===== src/rtl/opl2_pkg.sv =====
// Shared OPL2 register-bus types and constants used by host_if, timers and other register consumers.
package opl2_pkg;

    localparam int unsigned REG_FILE_DATA_WIDTH        = 8;
    localparam int unsigned REG_FILE_ADDR_WIDTH        = 8;
    localparam int unsigned HOST_DATA_WIDTH            = 8;
    localparam int unsigned HOST_IF_FIFO_DEPTH_DEFAULT = 8;
    localparam int unsigned REG_WR_PAYLOAD_WIDTH       = REG_FILE_ADDR_WIDTH + REG_FILE_DATA_WIDTH;

    typedef struct packed {
        logic                           valid;
        logic [REG_FILE_ADDR_WIDTH-1:0] address;
        logic [REG_FILE_DATA_WIDTH-1:0] data;
    } opl2_reg_wr_t;

    typedef enum logic [1:0] {
        ST_IDLE  = 2'd0,
        ST_ISSUE = 2'd1,
        ST_GAP   = 2'd2
    } host_if_state_t;

endpackage


===== src/rtl/reg_wr_fifo.sv =====
// Single-clock FIFO buffering {address, data} register writes between host and issue logic.
module reg_wr_fifo
    import opl2_pkg::*;
#(
    parameter int unsigned DEPTH = HOST_IF_FIFO_DEPTH_DEFAULT,
    parameter int unsigned WIDTH = REG_WR_PAYLOAD_WIDTH
) (
    input  logic                       clk,
    input  logic                       reset,
    input  logic                       push,
    input  logic                       pop,
    input  logic [WIDTH-1:0]           din,
    output logic [WIDTH-1:0]           head,
    output logic                       full,
    output logic                       empty,
    output logic [$clog2(DEPTH+1)-1:0] count
);

    localparam int unsigned PTR_W = $clog2(DEPTH);
    localparam int unsigned CNT_W = $clog2(DEPTH + 1);

    logic [WIDTH-1:0] mem [DEPTH];
    logic [PTR_W-1:0] wr_ptr;
    logic [PTR_W-1:0] rd_ptr;
    logic             do_push;
    logic             do_pop;
    logic [CNT_W-1:0] count_next;

    // A push into a full FIFO is still accepted when a pop frees a slot in the same cycle.
    assign do_pop  = pop && !empty;
    assign do_push = push && (!full || do_pop);

    always_comb begin
        count_next = count;
        case ({do_push, do_pop})
            2'b10:   count_next = count + CNT_W'(1);
            2'b01:   count_next = count - CNT_W'(1);
            default: count_next = count;
        endcase
    end

    always_ff @(posedge clk) begin
        if (reset) begin
            wr_ptr <= '0;
            rd_ptr <= '0;
            count  <= '0;
            full   <= 1'b0;
            empty  <= 1'b1;
        end else begin
            if (do_push) wr_ptr <= wr_ptr + PTR_W'(1);
            if (do_pop)  rd_ptr <= rd_ptr + PTR_W'(1);
            count <= count_next;
            full  <= (count_next == CNT_W'(DEPTH));
            empty <= (count_next == '0);
        end
    end

    always_ff @(posedge clk) begin
        if (do_push) mem[wr_ptr] <= din;
    end

    assign head = mem[rd_ptr];

endmodule


===== src/rtl/host_if.sv =====
// OPL2 host port front end: address latch, buffered data writes, paced register-write issue, status reads.
// Optional HOST_IF_WR_SPACING_EN enforces WR_SPACING idle cycles between issued writes.
module host_if
    import opl2_pkg::*;
#(
    parameter int unsigned FIFO_DEPTH = HOST_IF_FIFO_DEPTH_DEFAULT,
    parameter int unsigned WR_SPACING = 3
) (
    input  logic                           clk,
    input  logic                           reset,
    input  logic                           host_wr,
    input  logic                           host_rd,
    input  logic                           host_a0,
    input  logic [HOST_DATA_WIDTH-1:0]     host_din,
    output logic [HOST_DATA_WIDTH-1:0]     host_dout,
    input  logic [REG_FILE_DATA_WIDTH-1:0] status,
    output opl2_reg_wr_t                   opl2_reg_wr,
    output logic                           fifo_full,
    output logic                           overflow
);

    localparam int unsigned HOST_W = HOST_DATA_WIDTH;
    localparam int unsigned CNT_W  = $clog2(FIFO_DEPTH + 1);
    localparam int unsigned PAY_W  = REG_WR_PAYLOAD_WIDTH;

    if (FIFO_DEPTH < 2 || (FIFO_DEPTH & (FIFO_DEPTH - 1)) != 0) begin : g_bad_depth
        $error("host_if: FIFO_DEPTH must be a power of two and at least 2");
    end
    if (WR_SPACING > 65535) begin : g_bad_spacing
        $error("host_if: WR_SPACING must fit a 16-bit spacing counter");
    end

    host_if_state_t                 state;
    host_if_state_t                 next_state;
    logic [REG_FILE_ADDR_WIDTH-1:0] addr_latch;
    logic                           addr_wr;
    logic                           data_wr;
    logic                           rd_en;
    logic                           fifo_pop;
    logic                           fifo_empty;
    logic [PAY_W-1:0]               fifo_head;
    logic [CNT_W-1:0]               fifo_count;
    logic                           unused_count;
    logic                           gap_last;

    // A write strobe wins over a read strobe in the same cycle.
    assign addr_wr = host_wr && !host_a0;
    assign data_wr = host_wr && host_a0;
    assign rd_en   = host_rd && !host_wr;

    // Occupancy is only kept for debug visibility.
    assign unused_count = ^fifo_count;

    reg_wr_fifo #(
        .DEPTH (FIFO_DEPTH),
        .WIDTH (PAY_W)
    ) u_fifo (
        .clk   (clk),
        .reset (reset),
        .push  (data_wr),
        .pop   (fifo_pop),
        .din   ({addr_latch, host_din}),
        .head  (fifo_head),
        .full  (fifo_full),
        .empty (fifo_empty),
        .count (fifo_count)
    );

`ifdef HOST_IF_WR_SPACING_EN
    localparam int unsigned GAP_W   = (WR_SPACING > 0) ? $clog2(WR_SPACING + 1) : 1;
    localparam bit          USE_GAP = (WR_SPACING != 0);

    logic [GAP_W-1:0] gap_cnt;

    // Loaded while a write is on the bus, then counted down through the GAP cycles.
    always_ff @(posedge clk) begin
        if (reset) begin
            gap_cnt <= '0;
        end else if (state == ST_ISSUE) begin
            gap_cnt <= GAP_W'(WR_SPACING);
        end else if (state == ST_GAP) begin
            gap_cnt <= gap_cnt - GAP_W'(1);
        end
    end

    assign gap_last = (gap_cnt == GAP_W'(1));
`else
    localparam bit USE_GAP = 1'b0;

    assign gap_last = 1'b1;
`endif

    always_ff @(posedge clk) begin
        if (reset) state <= ST_IDLE;
        else       state <= next_state;
    end

    always_comb begin
        next_state = state;
        case (state)
            ST_IDLE:  if (!fifo_empty) next_state = ST_ISSUE;
            ST_ISSUE: next_state = USE_GAP ? ST_GAP : (fifo_empty ? ST_IDLE : ST_ISSUE);
            ST_GAP:   if (gap_last) next_state = fifo_empty ? ST_IDLE : ST_ISSUE;
            default:  next_state = ST_IDLE;
        endcase
    end

    // The head leaves the FIFO on the edge that puts it on the bus.
    always_comb begin
        fifo_pop = 1'b0;
        if (next_state == ST_ISSUE) fifo_pop = 1'b1;
    end

    always_ff @(posedge clk) begin
        if (reset) begin
            opl2_reg_wr <= '0;
        end else begin
            opl2_reg_wr.valid <= fifo_pop;
            if (fifo_pop) {opl2_reg_wr.address, opl2_reg_wr.data} <= fifo_head;
        end
    end

    always_ff @(posedge clk) begin
        if (reset) begin
            addr_latch <= '0;
            host_dout  <= '0;
            overflow   <= 1'b0;
        end else begin
            if (addr_wr) addr_latch <= host_din;
            if (rd_en)   host_dout  <= host_a0 ? HOST_W'(8'hFF) : HOST_W'(status);
            if (data_wr && fifo_full && !fifo_pop) overflow <= 1'b1;
        end
    end

endmodule


===== config.mk =====
export PLATFORM = sky130hd
export DESIGN_NAME = host_if
export DESIGN_NICKNAME = d
export VERILOG_FILES = /design/src/rtl/opl2_pkg.sv /design/src/rtl/reg_wr_fifo.sv /design/src/rtl/host_if.sv
export SDC_FILE = /design/constraint.sdc
export NUM_CORES = 1
export LEC_CHECK = 0
export CELL_PAD_IN_SITES_DETAIL_PLACEMENT = 0
export CELL_PAD_IN_SITES_GLOBAL_PLACEMENT = 1
export CORE_ASPECT_RATIO = 0.75
export CORE_MARGIN = 4
export CORE_UTILIZATION = 43
export CTS_CLUSTER_SIZE = 25
export DETAILED_ROUTE_END_ITERATION = 8
export PLACE_DENSITY_LB_ADDON = 0.1
export SLEW_MARGIN = 15
export SYNTH_ARGS = -nofsm -noshare
export SYNTH_HDL_FRONTEND = slang
export SYNTH_SLANG_ARGS = --single-unit

===== constraint.sdc =====
create_clock -name clk -period 5.7 [get_ports clk]
set_input_delay 0.855 -clock clk [delete_from_list [all_inputs] [get_ports clk]]
set_output_delay 0.855 -clock clk [all_outputs]
set_load 0.05 [all_outputs]

==> results of run 1 <==
[stage by stage]
stage | cells | total power [µW]
floorplan | 398 | 2340
global placement | 640 | 2570
CTS | 672 | 3780
global route | 672 | 3910
detailed placement | 640 | 2580
finish | 672 | 3730
[power groups by stage]
stage          logic, µW  clock network [µW]  registers, µW
3_3_place_gp         963                   0           1610
3_5_place_dp         973                   0           1610
5_1_grt             1040                1270           1600
6_report             960                1190           1580
2_1_floorplan        560                   0           1780
4_1_cts              975                1220           1580
[metal layers]
layer	part of all wire, %	GRT usage (%)	up-vias	wire, µm
li1	-	-	1674	-
met5	0	0	-	0
met3	2.7	4.19	14	360
met2	48	25.4	41	6450
met1	48	22.0	1804	6540
met4	1.4	5.88	0	195
[how the worst max path moves through the flow]
stage / to
after floorplan: u_fifo.mem[0][0]$_DFFE_PP_
after global placement: u_fifo.full$_SDFF_PP0_
after detailed placement: u_fifo.full$_SDFF_PP0_
after CTS: u_fifo.full$_SDFF_PP0_
after global routing: u_fifo.full$_SDFF_PP0_
final: u_fifo.full$_SDFF_PP0_
[worst min-delay path: cells and delay by family, from the launching register on]
family	cells	cell delay, ns
and+or+nand+nor	2	0.10
DFF	1	0.31
[cell type report]
class	count	area (µm²)	share of cell area [%]
flip-flops and latches	176	4810	59.3
multi-input cells	195	1830	22.6
repair buffers	61	576	7.11
clock buffers	20	457	5.64
well taps	205	256	3.17
clock inverters	12	159	1.96
inverters	3	11.3	0.139
[synth_stat cells (2+ instances only)]
cell type / instances / share of area, %
mux4_1: 2 / 0.78
buf_2: 9 / 0.66
nand4_1: 3 / 0.28
a21oi_1: 21 / 1.6
dfxtp_1: 48 / 14
inv_1: 3 / 0.17
nor2_1: 36 / 2.0
nor2b_1: 3 / 0.28
nand3_1: 4 / 0.30
o21ai_0: 18 / 1.3
or4b_1: 2 / 0.30
buf_12: 2 / 0.59
mux4_2: 30 / 10
a211oi_1: 9 / 1.0
xnor2_1: 2 / 0.26
mux2i_1: 26 / 3.8
nand2b_1: 2 / 0.18
nand2_1: 5 / 0.28
edfxtp_1: 128 / 57
nor3_1: 5 / 0.37
clkbuf_1: 11 / 0.61
ha_1: 7 / 1.3
xor2_1: 2 / 0.26
a21o_1: 2 / 0.22
[state kept, by name, summed over array words and instances (netlist names)]
register,cells
opl2_reg_wr,17
u_fifo.empty,1
overflow,1
addr_latch,8
u_fifo.wr_ptr,3
u_fifo.rd_ptr,3
u_fifo.count,4
state,2
u_fifo.full,1
host_dout,8
u_fifo.mem,128
[cell families (layout without fill, tap and decap cells)]
| logic type | Yosys count | after routing | share of synthesized area [%] |
|---|---|---|---|
| compound gates | 59 | 59 | 5.32 |
| flops | 176 | 176 | 70.9 |
| mux | 59 | 59 | 14.8 |
| fa+ha+maj | 8 | 8 | 1.59 |
| simple gates | 65 | 65 | 4.51 |
| xor+xnor | 4 | 4 | 0.517 |
| buf+inv | 27 | 96 | 2.42 |
==> out/metrics.yaml, run 1 <==
fin_worst_skew_ns: 0.00541
synth.distinct_cells: 42
clock_sinks: 176
p_sw_share_pct: 30.2
synth_nets: 427
grt_start_max_net_pins: 35
diodes: 0
place_hpwl_um: 7990
wl_per_cell_um: 20.2
p_sw_uw: 1120
netlist_area_mm2: 0.00678
crit_fanout: 15
htree_levels: 4
boundaryPins: 48
path_class: "input pin to flop"
numPortBuffers: 47
cts_root_buf: "clkbuf_16"
rsz0062_at_grt: "no"
grt_antenna_before_repair: 0
die_area_mm2: 0.0179
rows: 39
track_usage_pct: 16.1
r2r_start: "state[1]$_SDFF_PP0_"
yosys_most_used_dff: "edfxtp_1"
yosysSeqAreaShare_pct: 70.9
final_area_mm2: 0.00810
drtPass1Iterations: 4
period_share_pct: 60.4
clockBufferDepth: 2
p_leak_uw: 0.00266
fmax_ghz: 0.291
drt-initial-drc-count: 183
finalHoldViolations: 0
postPlaceCellArea_mm2: 0.00748
postCtsSetupRepairBufs: 0
crit_family: "simple AND/OR/NAND/NOR gates"
hp-class: "flop to flop"
critPathLaunch: "host_a0"
layout.nets: 483
pwr-share-comb_pct: 25.7
postSynthCellCount: 398
routed_via_density: 5.26
start_kind: "input pin"
grt_pass1_wl_um: 21000
finalSetupTns_ns: 0
cts_tree: "yes"
setup_ws_ns: 2.26
slew_headroom_pct: 34.5
ant_nets: 0
cts-resized-gates: 0
min_to: "state[1]$_SDFF_PP0_"
overflow: 0
synth_edf_count: 128
max_stage_delay_ns: 0.78
gp_congestion: 0.728
setup_viol: 0
layout-area-overhead-vs-synth_pct: 19.5
r2r_cells: 10
crit_chain: "clkdlybuf4s50_1 -> nand3_1 -> ha_1 -> fa_1 -> xor2_1 -> or4b_1 -> a221oi_2"
worst_slew_pin_slew_ns: 0.981
peakVddDrop_mv: 0.269
final_util_pct: 52.9
ys_seq_elements: 176
cp.arrival_ns: 3.77
yosysWarnings: 0
whs_path_depth: 2
nFillCells: 1239
synthArstFlopShare_pct: 0
cp.required_ns: 6.03
slowest_stage: "clkdlybuf4s50_1"
route.vias.total: 3533
final_common_cell: "edfxtp_1"
cts_buffers: 17
grt_pass1_vias: 3570
hold_buffers: 0
hold_slack_ns: 0.452
clock_power_share_pct: 31.9
cp.depth: 7
worst-path-buf-inv: 1
wl_um: 13500
seqPwrFrac_pct: 42.4
clkSlewWorstSetupHoldPaths_ns: 0.06
initial_core_util_pct: 44.2
core_area_mm2: 0.0153
reg2reg_to: "u_fifo.full$_SDFF_PP0_"
cap_violations: 0
cellPowerDensity_mw_per_mm2: 460
drv_slew: 0
critical_path.endpoint_type: "flop"
layout_min_cycle_time_ns: 3.44
die_h_um: 117
remaining_drc_errors: 0
final_cell_mix: "128 x edfxtp_1, 47 x dfxtp_1, 47 x clkdlybuf4s50_1, 36 x nor2_1, 30 x mux4_2"
insertion_delay_ns: 0.42
p_int_uw: 2600
syn_area_per_cell_um2: 17.0
status: "finished, final reports clean"
rrSetupSlack_ns: 2.51
die_w_um: 153
drive_gt1_share_pct: 18.6
holdCritStartpoint: "u_fifo.empty$_SDFF_PP1_"
pre_cts_ws_ns: 1.85
Note: power is estimated with default switching activity, not from simulation.
==> inputs of run 2 (changes only) <==
clock period = 3.02 ns   (was 5.7 ns; I/O delays follow)
==> run 2 against run 1 <==
  * Register-to-register slack lost 2.3 ns
  * Wire length fell by 0.68%
  * Flip-flop and latch count unchanged
  * Global-route usage down 0.26 points
  * Sequential power is 87% higher
  * Non-clock buffer count increased by 8
  * Clock skew is 0.0025 ns higher
  * Clock power grew 92%
  * Core utilization rose by 0.56 points
  * Setup slack lost 2.0 ns
  * Critical endpoint unchanged
  * Largest power group unchanged
  * Highest routed layer unchanged
==> out/metrics.yaml, run 2 (same netlist as run 1, synthesis figures left out) <==
status: "finished, final reports clean"
overflow: 0  # unchanged
cap_violations: 0  # unchanged
grt_pass1_wl_um: 21100  # +0.59%
clock_sinks: 176  # unchanged
largest_registers: "u_fifo.mem (128), opl2_reg_wr (17)"
place_hpwl_um: 7920  # -0.91%
route.vias.total: 3544  # +0.31%
remaining_drc_errors: 0  # unchanged
routed_via_density: 5.21  # -0.87%
cts_buffers: 17  # unchanged
ant_nets: 0  # unchanged
initial_core_util_pct: 44.2  # unchanged
crit_family: "adder cells"
layout-area-overhead-vs-synth_pct: 20.8
hold_slack_ns: 0.453  # +0.000598 ns
regMostFlops: "u_fifo.mem"
worst-path-buf-inv: 1  # unchanged
clockBufferDepth: 2  # unchanged
crit_fanout: 5  # -10
wl_um: 13500  # -0.68%
core_area_mm2: 0.0153  # unchanged
final_common_cell: "edfxtp_1"
critical_path.endpoint_type: "flop"
worst_slew_pin_slew_ns: 0.676  # -0.305 ns
htree_levels: 4  # unchanged
rsz0062_at_grt: "no"
period_share_pct: 92.6
max_stage_delay_ns: 0.56  # -0.22 ns
largest_register_ffs: 128  # unchanged
slew_headroom_pct: 54.9  # +20 points
cts_root_buf: "clkbuf_16"
start_kind: "flop"
cts_tree: "yes"
hp-class: "flop to flop"
drt-initial-drc-count: 216  # +18%
fin_worst_skew_ns: 0.00791  # +0.00250 ns
die_area_mm2: 0.0179  # unchanged
layout_min_cycle_time_ns: 2.80
drive_gt1_share_pct: 19.8  # +1.2 points
final_cell_mix: "128 x edfxtp_1, 47 x dfxtp_1, 47 x clkdlybuf4s50_1, 36 x nor2_1, 30 x mux4_2"
cts-resized-gates: 0  # unchanged
cp.required_ns: 3.35  # -2.68 ns
path_class: "flop to flop"
fmax_ghz: 0.358
diodes: 0  # unchanged
slowest_stage: "or4b_1"
die_w_um: 153  # unchanged
setup_viol: 0  # unchanged
drv_slew: 0  # unchanged
rows: 39  # unchanged
crit_chain: "inv_1 -> ha_1 -> o21bai_2 -> nor2_1 -> ha_4 -> fa_1 -> xor2_1 -> or4b_1 -> a221oi_2"
cellPowerDensity_mw_per_mm2: 871  # +89%
gp_congestion: 0.715  # -1.8%
die_h_um: 117  # unchanged
boundaryPins: 48  # unchanged
grt_pass1_vias: 3598  # +0.78%
cp.arrival_ns: 3.13  # -0.64 ns
p_leak_uw: 0.00270  # +1.3%
postCtsSetupRepairBufs: 0  # unchanged
finalHoldViolations: 0  # unchanged
clkSlewWorstSetupHoldPaths_ns: 0.06  # about the same
insertion_delay_ns: 0.42  # about the same
nFillCells: 1271  # +2.6%
layout.nets: 491  # +1.7%
drtPass1Iterations: 4  # unchanged
track_usage_pct: 15.9  # -0.26 points
wl_per_cell_um: 19.8  # -1.8%
grt_antenna_before_repair: 0  # unchanged
grt_start_max_net_pins: 33  # -5.7%
numPortBuffers: 47  # unchanged
peakVddDrop_mv: 0.452  # +68%
hold_buffers: 0  # unchanged
finalSetupTns_ns: 0  # unchanged
==> run 2: changes by cell type in the layout (fill, tap and decap cells not counted), sizes merged <==
cell,change
buf,+8
bufinv,+1
clkbuf,+2
clkinv,-3
clkinvlp,+1
inv,-1
==> run 2: worst paths after layout <==
kind / start / end / slack, ns / depth (start not counted)
max reg2reg: state[0]$_SDFF_PP0_ / u_fifo.full$_SDFF_PP0_ / 0.22 / 9
min reg2reg: u_fifo.empty$_SDFF_PP1_ / state[1]$_SDFF_PP0_ / 0.45 / 2
min: u_fifo.empty$_SDFF_PP1_ / state[1]$_SDFF_PP0_ / 0.45 / 2
max: state[0]$_SDFF_PP0_ / u_fifo.full$_SDFF_PP0_ / 0.22 / 9
==> run 2: cell type report <==
cell class | count | area [µm²] | share of cell area [%]
Timing Repair Buffer | 69 | 636 | 7.77
Clock inverter | 10 | 161 | 1.97
Multi-Input combinational cell | 195 | 1860 | 22.7
Sequential cell | 176 | 4810 | 58.7
Inverter | 3 | 11.3 | 0.138
Tap cell | 205 | 256 | 3.13
Clock buffer | 22 | 454 | 5.55
==> run 2: power breakdown <==
part / internal, µW / switching [µW]
sequential: 2790 / 166
clock: 1410 / 877
combinational: 813 / 1070
==> run 2: metrics by stage <==
step,total power [µW],setup slack (ns),std cells,area (µm²),util (%)
3_3_place_gp,4880,0.239,648,7550,49.3
2_1_floorplan,4420,0.212,398,6780,-
6_report,7130,0.223,680,8190,53.4
5_1_grt,7470,0.0425,680,8190,53.4
4_1_cts,7180,0.111,680,8170,53.3
3_5_place_dp,4900,0.126,648,7550,49.3
==> run 2: metal layers <==
layer  routed length [µm]  GRT usage [%]  vias up
met2                 6270           24.7       49
met1                 6610           22.4     1795
met3                  406           3.48       12
met5                    0              0        -
li1                     -              -     1688
met4                  166           5.52        0
==> run 2: worst min-delay path: stages, from the launching register on <==
cell and delay (ns):
dfxtp_1 0.31, nand3_1 0.06, nor3_1 0.04
